--- src/rtl/inv_bfly_pkg.sv ---
// Shared definitions for the inverse radix-2 butterfly.
//   - twiddle specialisation encodings for the top-level "mult" parameter
//   - control state encoding used by the general (iterative) path
package inv_bfly_pkg;

  localparam int MULT_GENERAL = 0;  // full complex multiply by conj(w)
  localparam int MULT_ONE     = 1;  // w = 1
  localparam int MULT_NEG_ONE = 2;  // w = -1
  localparam int MULT_J       = 3;  // w = j
  localparam int MULT_NEG_J   = 4;  // w = -j

  typedef enum logic [1:0] {
    IDLE = 2'd0,
    CALC = 2'd1,
    DONE = 2'd2
  } state_t;

endpackage

--- src/rtl/fixed_point_iterative_real_mul.sv ---
// Iterative signed fixed-point multiplier, one multiplier bit per cycle.
// Result p is bits [n+d-1:d] of the full 2n-bit signed product of a and b
// (truncation, wrap on overflow).
// Ports:
//   clk, reset : clock, synchronous active-high reset
//   start      : load a and b and begin (operands sampled on this cycle only)
//   a, b       : signed n-bit operands
//   done       : one-cycle pulse n cycles after start; p is valid from then on
//   p          : truncated n-bit product (held until the next completion)
module fixed_point_iterative_real_mul #(
  parameter int n = 32,
  parameter int d = 16
) (
  input  logic         clk,
  input  logic         reset,
  input  logic         start,
  input  logic [n-1:0] a,
  input  logic [n-1:0] b,
  output logic         done,
  output logic [n-1:0] p
);

  localparam int CW = $clog2(n);
  localparam logic [CW-1:0] BIT_LAST = CW'(n - 1);

  logic [2*n-1:0] mcand_reg;   // sign-extended a, shifted left each step
  logic [2*n-1:0] acc_reg;
  logic [2*n-1:0] addend;
  logic [2*n-1:0] acc_next;
  logic [n-1:0]   mplier_reg;  // b, shifted right each step
  logic [CW-1:0]  bit_reg;
  logic           busy_reg;

  // The multiplier MSB carries weight -2^(n-1) in two's complement, so its
  // partial product is subtracted instead of added.
  always_comb begin
    addend   = mplier_reg[0] ? mcand_reg : '0;
    acc_next = (bit_reg == BIT_LAST) ? (acc_reg - addend) : (acc_reg + addend);
  end

  always_ff @(posedge clk) begin
    if (reset) begin
      mcand_reg  <= '0;
      acc_reg    <= '0;
      mplier_reg <= '0;
      bit_reg    <= '0;
      busy_reg   <= 1'b0;
      done       <= 1'b0;
      p          <= '0;
    end else begin
      done <= 1'b0;
      if (start) begin
        mcand_reg  <= {{n{a[n-1]}}, a};
        mplier_reg <= b;
        acc_reg    <= '0;
        bit_reg    <= '0;
        busy_reg   <= 1'b1;
      end else if (busy_reg) begin
        acc_reg    <= acc_next;
        mcand_reg  <= mcand_reg << 1;
        mplier_reg <= mplier_reg >> 1;
        bit_reg    <= bit_reg + CW'(1);
        if (bit_reg == BIT_LAST) begin
          busy_reg <= 1'b0;
          done     <= 1'b1;
          p        <= acc_next[n+d-1:d];
        end
      end
    end
  end

endmodule

--- src/rtl/fixed_point_iterative_inverse_butterfly.sv ---
// Radix-2 inverse (DIF) butterfly: recovers a = (c+d)/2, b = ((c-d)/2)*conj(w)
// from a butterfly output pair, with val/rdy handshakes on both sides.
// Macro INV_BUTTERFLY_HALVE_EN: when defined, sum and difference are halved
// (arithmetic shift, rounds toward -inf); when undefined they are used as-is
// and wrap to n bits. Latency does not depend on it.
// Parameters: n (word width), d (fraction bits), mult (twiddle specialisation,
// see inv_bfly_pkg; 0 = general iterative complex multiply).
// Ports:
//   clk, reset          : clock, synchronous active-high reset
//   recv_val / recv_rdy : input handshake for cr, cc, dr, dc, wr, wc
//   send_val / send_rdy : output handshake for ar, ac, br, bc
module fixed_point_iterative_inverse_butterfly
  import inv_bfly_pkg::*;
#(
  parameter int n    = 32,
  parameter int d    = 16,
  parameter int mult = 0
) (
  input  logic         clk,
  input  logic         reset,
  input  logic         recv_val,
  output logic         recv_rdy,
  output logic         send_val,
  input  logic         send_rdy,
  input  logic [n-1:0] cr,
  input  logic [n-1:0] cc,
  input  logic [n-1:0] dr,
  input  logic [n-1:0] dc,
  input  logic [n-1:0] wr,
  input  logic [n-1:0] wc,
  output logic [n-1:0] ar,
  output logic [n-1:0] ac,
  output logic [n-1:0] br,
  output logic [n-1:0] bc
);

  // Sum or difference in n+1 bits, optionally halved, kept to n bits.
  function automatic logic [n-1:0] sum_diff(input logic [n-1:0] x,
                                            input logic [n-1:0] y,
                                            input logic         sub);
`ifdef INV_BUTTERFLY_HALVE_EN
    logic [n:0] f;
    f = sub ? ({x[n-1], x} - {y[n-1], y}) : ({x[n-1], x} + {y[n-1], y});
    f = f >> 1;
    return f[n-1:0];
`else
    return sub ? (x - y) : (x + y);
`endif
  endfunction

  logic [n-1:0] sr, sc, tr, tc;
  logic         accept;

  assign sr     = sum_diff(cr, dr, 1'b0);
  assign sc     = sum_diff(cc, dc, 1'b0);
  assign tr     = sum_diff(cr, dr, 1'b1);
  assign tc     = sum_diff(cc, dc, 1'b1);
  assign accept = recv_val & recv_rdy;

  if (mult == MULT_GENERAL) begin : g_general
    localparam int CW = $clog2(n);
    localparam logic [CW-1:0] CNT_LAST = CW'(n - 1);

    state_t        state_reg, state_next;
    logic [CW-1:0] cnt_reg;
    logic [n-1:0]  sr_reg, sc_reg;
    logic [n-1:0]  mul_a [4];
    logic [n-1:0]  mul_b [4];
    logic [n-1:0]  mul_p [4];
    logic [3:0]    mul_done;
    logic          products_ready;

    // Products: 0 = tr*wr, 1 = tc*wc, 2 = tc*wr, 3 = tr*wc.
    // Operands are taken straight from the accept cycle; each multiplier
    // latches its own copy, so later input changes cannot leak in.
    assign mul_a[0] = tr;  assign mul_b[0] = wr;
    assign mul_a[1] = tc;  assign mul_b[1] = wc;
    assign mul_a[2] = tc;  assign mul_b[2] = wr;
    assign mul_a[3] = tr;  assign mul_b[3] = wc;

    for (genvar gi = 0; gi < 4; gi++) begin : g_mul
      fixed_point_iterative_real_mul #(.n(n), .d(d)) u_mul (
        .clk   (clk),
        .reset (reset),
        .start (accept),
        .a     (mul_a[gi]),
        .b     (mul_b[gi]),
        .done  (mul_done[gi]),
        .p     (mul_p[gi])
      );
    end

    assign products_ready = &mul_done;

    always_ff @(posedge clk) begin
      if (reset) state_reg <= IDLE;
      else       state_reg <= state_next;
    end

    always_comb begin
      state_next = state_reg;
      case (state_reg)
        IDLE:    if (accept)         state_next = CALC;
        CALC:    if (products_ready) state_next = DONE;
        DONE:    if (send_rdy)       state_next = IDLE;
        default:                     state_next = IDLE;
      endcase
    end

    // Handshake flags decode registered state only.
    always_comb begin
      recv_rdy = 1'b0;
      send_val = 1'b0;
      case (state_reg)
        IDLE:    recv_rdy = 1'b1;
        DONE:    send_val = 1'b1;
        default: ;
      endcase
    end

    // The counter tracks multiplier bit progress and parks at n-1 for the
    // extra cycle the multipliers need to present their registered result.
    always_ff @(posedge clk) begin
      if (reset) begin
        cnt_reg <= '0;
        sr_reg  <= '0;
        sc_reg  <= '0;
        ar      <= '0;
        ac      <= '0;
        br      <= '0;
        bc      <= '0;
      end else begin
        if (accept) begin
          cnt_reg <= '0;
          sr_reg  <= sr;
          sc_reg  <= sc;
        end else if (state_reg == CALC && cnt_reg != CNT_LAST) begin
          cnt_reg <= cnt_reg + CW'(1);
        end
        if (state_reg == CALC && products_ready) begin
          ar <= sr_reg;
          ac <= sc_reg;
          br <= mul_p[0] + mul_p[1];
          bc <= mul_p[2] - mul_p[3];
        end
      end
    end
  end else begin : g_special
    logic unused_twiddle;
    assign unused_twiddle = ^{wr, wc};

    assign recv_rdy = ~send_val;

    always_ff @(posedge clk) begin
      if (reset) begin
        send_val <= 1'b0;
        ar       <= '0;
        ac       <= '0;
        br       <= '0;
        bc       <= '0;
      end else if (send_val) begin
        if (send_rdy) send_val <= 1'b0;
      end else if (accept) begin
        send_val <= 1'b1;
        ar       <= sr;
        ac       <= sc;
        case (mult)
          MULT_NEG_ONE: begin br <= -tr; bc <= -tc; end
          MULT_J:       begin br <= tc;  bc <= -tr; end
          MULT_NEG_J:   begin br <= -tc; bc <= tr;  end
          default:      begin br <= tr;  bc <= tc;  end
        endcase
      end
    end
  end

endmodule

--- config.mk ---
export PLATFORM = sky130hd
export DESIGN_NAME = fixed_point_iterative_inverse_butterfly
export DESIGN_NICKNAME = d
export VERILOG_FILES = /design/src/rtl/inv_bfly_pkg.sv /design/src/rtl/fixed_point_iterative_real_mul.sv /design/src/rtl/fixed_point_iterative_inverse_butterfly.sv
export SDC_FILE = /design/constraint.sdc
export NUM_CORES = 2
export LEC_CHECK = 0
export ABC_AREA = 1
export CAP_MARGIN = 20
export CORE_ASPECT_RATIO = 1.2
export CORE_MARGIN = 2
export CORE_UTILIZATION = 35
export CTS_CLUSTER_DIAMETER = 50
export CTS_CLUSTER_SIZE = 12
export DETAILED_ROUTE_END_ITERATION = 7
export PLACE_DENSITY_LB_ADDON = 0.12
export SETUP_SLACK_MARGIN = 0.1
export SLEW_MARGIN = 20
export SYNTH_ARGS = -nofsm -noshare
export SYNTH_HDL_FRONTEND = slang
export SYNTH_SLANG_ARGS = --single-unit
--- constraint.sdc ---
create_clock -name clk -period 4 [get_ports clk]
set_clock_uncertainty 0.05 [all_clocks]
set_input_delay 0.4 -clock clk [delete_from_list [all_inputs] [get_ports clk]]
set_output_delay 0.4 -clock clk [all_outputs]
set_load 0.005 [all_outputs]
* After elaboration in Yosys (flattened, before gate mapping)
Index checks and enable logic that the tools add are counted.
Widths: inputs -> output; s select.
** Cells by class
- Add/sub/neg operators :: 18
- Multiply operators :: 0
- Div/mod/pow operators :: 0
- $lt $le $gt $ge :: 0
- Eq/ne operators :: 9
- Shift-type cells :: 0
- Muxes and demuxes :: 46
- Bitwise operators :: 6
- Reduce and logical (&&, ||, !) cells :: 17
** Operators with widths (number)
- $mux 64 :: 16
- $add 64x64->64 :: 4
- $mux 32 :: 8
- $sub 64x64->64 :: 4
- $add 32x32->32 :: 3
- $sub 32x32->32 :: 3
- $add 5x1->5 const B :: 4
- $eq 5x5->1 const B :: 4
- $mux 1 :: 18
- $reduce_and 3->1 :: 5
- $reduce_or 3->1 :: 4
- $reduce_bool 2->1 :: 4
- $mux 2 :: 3
- $ne 2x2->1 const B :: 3
- $pmux 2 s3 :: 1
- $not 1->1 :: 5
- $reduce_and 4->1 :: 1
- $eq 2x1->1 const B :: 1
- $eq 2x2->1 const B :: 1
- $logic_not 2->1 :: 1
- $reduce_or 2->1 :: 1
- $and 1x1->1 :: 1
- $logic_and 1x1->1 :: 1
** Word-level totals
- Bits in registers :: 990
- Bits in latches :: 0
- RAM bits :: 0
- ROM bits :: 0
- Input port bits :: 196
- Output and inout bits :: 130
- Logic and storage cells :: 131
- Memories kept :: 0

* Logic depth before layout (Yosys ltp)
- Depth in word-level cells :: 5
- Gate-level depth with buffers :: 29
- Depth with buffers taken out :: 28

* Cells and area by module
From an unflattened synthesis, not the netlist that was laid out.
** Second synthesis, totals
- Cell total of the unflattened synthesis :: 12116
- Area total of the unflattened synthesis :: 70916.8 sq um
** Modules (own cells, without submodules)
- fixed_point_iterative_real_mul at g_general.g_mul[0].u_mul ... :: instances 2, cells an instance 2143, area each 12668.4 sq um, seq. area each 3343.2 sq um
- fixed_point_iterative_inverse_butterfly :: instances 1, cells an instance 3577, area each 20403.3 sq um, seq. area each 3883.7 sq um
- fixed_point_iterative_real_mul at g_general.g_mul[3].u_mul :: instances 1, cells an instance 2135, area each 12664.6 sq um, seq. area each 3343.2 sq um
- fixed_point_iterative_real_mul at g_general.g_mul[2].u_mul :: instances 1, cells an instance 2118, area each 12512.0 sq um, seq. area each 3343.2 sq um

* Worst setup path after synthesis
Ideal clock, no wire load.
- Path kind :: reg2reg
- Start point :: register g_general.g_mul[2].u_mul.bit_reg[0]
- End point :: register g_general.g_mul[2].u_mul.acc_reg[17]
- Setup time :: 0.056 ns
- Data arrival time :: 3.426 ns
- Data required time :: 3.894 ns
- Setup slack :: 0.468 ns
- Cell stages (with the launch flop) :: 26
- Buffers on the path :: 3
- Period minus slack after synthesis :: 3.532 ns
- Cells stage by stage :: dfxtp_1 -> ha_1 -> nand2_1 -> nor2_1 -> ha_1 -> buf_2 -> inv_1 -> buf_2 -> clkbuf_1 -> o21ai_0 -> a21oi_1 -> a21oi_1 -> ha_1 -> nand2_1 -> nand2_1 -> inv_1 -> nand2_1 -> nand2_1 -> nand2_1 -> nand2_1 -> nand2_1 -> a21oi_1 -> or2_2 -> nand3_1 -> nand2_1 -> inv_1
** RTL lines
- start, declared :: line fixed_point_iterative_real_mul.sv:31 : logic [CW-1:0] bit_reg;
- start signal, assigned :: line fixed_point_iterative_real_mul.sv:62 : bit_reg <= bit_reg + CW'(1);
- end signal, assigned :: line fixed_point_iterative_real_mul.sv:59 : acc_reg <= acc_next;
- end, declared :: line fixed_point_iterative_real_mul.sv:27 : logic [2*n-1:0] acc_reg;

* Worst setup path in the final report
- Start point :: register g_general.g_mul[3].u_mul.mplier_reg[0]
- End point :: register g_general.g_mul[3].u_mul.acc_reg[42]
** On the way
- Cells in the longest elaborated chain, start to end :: 3
- Elaborated cells between the ends (all ways) :: 4
- Those cells by class :: add/sub (2); mux (2)
** RTL lines
- start, declared :: line fixed_point_iterative_real_mul.sv:30 : logic [n-1:0] mplier_reg;
- start signal, assigned :: line fixed_point_iterative_real_mul.sv:61 : mplier_reg <= mplier_reg >> 1;
- $mux 64 * :: line fixed_point_iterative_real_mul.sv:37 : addend = mplier_reg[0] ? mcand_reg : '0;
- $add 64x64->64 / $sub 64x64->64 (equally long branches) :: line fixed_point_iterative_real_mul.sv:38 : acc_next = (bit_reg == BIT_LAST) ? (acc_reg - addend) : (acc_reg + addend);
- $mux 64 * :: line fixed_point_iterative_real_mul.sv:38
- end signal, assigned :: line fixed_point_iterative_real_mul.sv:59
- end, declared :: line fixed_point_iterative_real_mul.sv:27
Mark *: on every way between the ends. The rest lies on a longest branch, timed or not.
A chain may end at the register's enable or synchronous reset.

==> qor.yml <==
m1WireLength_um: 123000
rsz0062_at_grt: "true"
swShare: 0.421
worstHoldStart: "wr[31]"
stdcell_count: 14900
gp_congestion: 1.04
yosysWarnings: 0
grt_overflow: 0
synth-edff-count: 0
grt_pass1_wl_um: 436000
status: "finished clean"
routed_wl_um: 292000
critical_path_required_ns: 4.69
synth_top_area_share: 0.251
ios: 326
timing.rr.start: "g_general.g_mul[3].u_mul.mplier_reg[0]"
maxCapViolCount: 0
tritoncts: "yes"
vias_per_cell: 5.02
path_class: "reg -> reg"
wl_met2_um: 139000
dp_cells: 14600
power_density_nw_per_um2: 454
min_period_over_period: 0.944
end_kind: "register"
pre_cts_ws_ns: -0.255
detail-route-antenna-nets: 0
final_max_slew_viol_count: 0
start_util: 0.352
post-route-drc-count: 0
max_stage_delay_ns: 0.38
cp_slowest_cell: "dfxtp_4"
power_frac_seq: 0.253
ys_seq_area_frac: 0.251
worstMarginPinSlew_ns: 1.05
startpoint: "g_general.g_mul[3].u_mul.mplier_reg[0]"
worst-path-buf-inv: 4
syn2layout_area_growth_pct: 21.1
internal_power_w: 0.0219
p_sw_w: 0.0159
worstPathArrival_ns: 4.47
synthesis.area_um2: 68700
synthCells: 11700
timing.fmax_ghz: 0.265
cts_htree_levels: 4
worstPathCellList: "buf_4 > nand2_2 > nand2_2 > nor2_4 > nand2_2 > nor2_4 > nand2_2 > nor3_4 > buf_4 > nor2_1 > xor2_1 > ha_1 > nand2_1 > nor2_2 > nand2_1 > nor2_2 > nand3_1 > nand3_1 > nand2_1 > buf_4 > nand3_1 > nand2_1 > inv_1"
place.port_buffers: 325
tns_ns: 0
first_pass_iters: 6
clockBufferDepth: 3
wl_per_cell_um: 19.6
synth_area_leader_cell: "dfxtp_1"
clock_sinks: 862
p_total_w: 0.0378
std_cell_rows: 178
syn_area_per_cell_um2: 5.87
grt_usage: 0.283
antenna_found_initial: 11
final-hold-violation-count: 0
postSynth.asyncResetShare: 0
synth-seq-cells: 862
p_leak_nw: 42.7
root_buffer: "clkbuf_16"
min_path_type: "in -> reg"
top_layer: "met5"
clk_latency_ns: 0.82
die_w_um: 409
synth_area_leaders: "dfxtp_1 25%, nand2_1 18%, inv_1 9.4%"
drive_above_1_share: 0.108
start_kind: "register"
drt_iter0_drc: 5479
max-vdd-ir-drop_mv: 0.484
setup_slack_ns: 0.225
synth_cell_types: 56
grt_pass1_vias: 71800
clkPwrFrac: 0.315
grt_max_degree: 190
path_max_fanout: 10
setup_violations: 0
maxSlewHeadroom: 0.294
dp_hpwl_um: 233000
dieArea_um2: 200000
p_comb_frac: 0.432
final_nets: 12800
die_h_um: 489
ys.flop_type: "dfxtp_1"
cts_buffers: 130
coreArea_um2: 196000
utilization: 0.426
period_minus_slack_ns: 3.77
syn_nets: 12300
fillCellCount: 21400
vias: 74700
critical-path-top-delay-family: "simple AND/OR/NAND/NOR gates"
clkTransAtPathRegs_ns: 0.06
dr_wl_met3_um: 14200
power by group through the flow:
stage          Clock [W]  Sequential, W  Combinational [W]
6_report          0.0119        0.00957             0.0163
3_3_place_gp           0        0.00971             0.0151
3_5_place_dp           0        0.00972             0.0150
2_1_floorplan          0        0.00954            0.00950
5_1_grt           0.0125        0.00963             0.0180
4_1_cts           0.0123        0.00954             0.0152
stage by stage:
step	hold slack [ns]	cell area, µm²
2_1_floorplan	0.380	68700
3_3_place_gp	0.398	76500
3_5_place_dp	0.398	76500
4_1_cts	0.0776	81100
5_1_grt	0.130	83300
6_report	0.130	83300
repair_timing:
item,4_1_cts,5_1_grt
gates resized for setup,31,508
buffers inserted,3,31
hold buffers,1,0
hold endpoints to repair,1,0
cloned,0,3
pin swaps,2,81
setup endpoints to repair,49,238
worst reg2reg max path: cells and delay by family (launching register included):
kind	cells	cell delay, ns
DFF	1	0.38
xor gates and xnor gates	1	0.15
buffers and inverters	4	0.54
adders and majority gates	1	0.37
and+or+nand+nor	17	2.20
Yosys cell counts (12+ instances only):
library cell and number:
a21boi_0 15, a21oi_2 38, and2_1 12, o21ai_1 25, nand3_1 726, or2_2 26
inv_1 1729, buf_6 26, buf_1 33, o21a_1 96, inv_2 18, nand4_1 120
a21o_1 26, nor4_1 13, o21ai_0 785, nand2_1 3374, ha_1 386, nand3b_1 20
nor3_1 103, nand2_2 84, dfxtp_1 862, xnor2_1 80, a21oi_1 827, clkbuf_1 237
nor2_1 1508, nand2_4 17, a31oi_1 23, o21bai_1 46, xor2_1 206, o211ai_1 21
buf_2 94, nor2_2 38
layer usage:
metal  track usage  vias to the layer above
li1              -                    37800
met1         0.345                    34300
met2         0.493                     1969
met3        0.0329                      559
met4         0.137                        6
met5             0                        -
cells by family (layout without fill, tap and decap cells):
group,count (synthesis),after routing,share of synthesized area
flops,862,862,0.251
buf+inv,2151,2707,0.123
compound gates,1924,1924,0.151
other cells,0,6,0
fa+ha+maj,396,396,0.0732
simple gates,6086,6086,0.366
xor+xnor,286,286,0.0364
cell type report:
class                      instances  area (µm²)  share of cell area
clock buffer                     160        3590              0.0432
multi-input combinational       8692       45000               0.541
sequential                       862       17300               0.208
inverter                        1750        6590              0.0791
tap                             2610        3270              0.0392
clock inverter                    71         862              0.0104
antenna                            6        15.0            0.000180
timing repair buffer             726        6630              0.0797
cells in the final DEF, fill, tap and decap left out, drive strengths merged:
cell type and instances:
bufinv 10, nor2 1557, o41ai 1, a21oi 865, clkbuf 163, and2 12
nor3b 2, a21o 26, inv 1778, o221ai 2, o211ai 22, or2 30
o21a 96, clkdlybuf4s50 324, o21ai 814, nor3 117, a31o 1, xor2 206
a211oi 7, clkinv 22, buf 398, a31oi 23, nor4 15, xnor2 80
nor2b 1, and3 4, dlygate4sd3 1, a21boi 15, o31ai 6, fa 10
o21bai 46, nand4 120, nand3 733, dfxtp 862, ha 386, diode 6
clkinvlp 11, nand2 3475, nand3b 20
final timing paths:
check / endpoint / slack (ns) / cells after the start
worst max-delay path: g_general.g_mul[3].u_mul.acc_reg[42] / 0.23 / 23
worst min register to register: ar[31] / 0.41 / 2
worst max register to register: g_general.g_mul[3].u_mul.acc_reg[42] / 0.23 / 23
worst min-delay path: g_general.g_mul[0].u_mul.mplier_reg[31] / 0.13 / 3
Power figures use the tool's default switching activity.
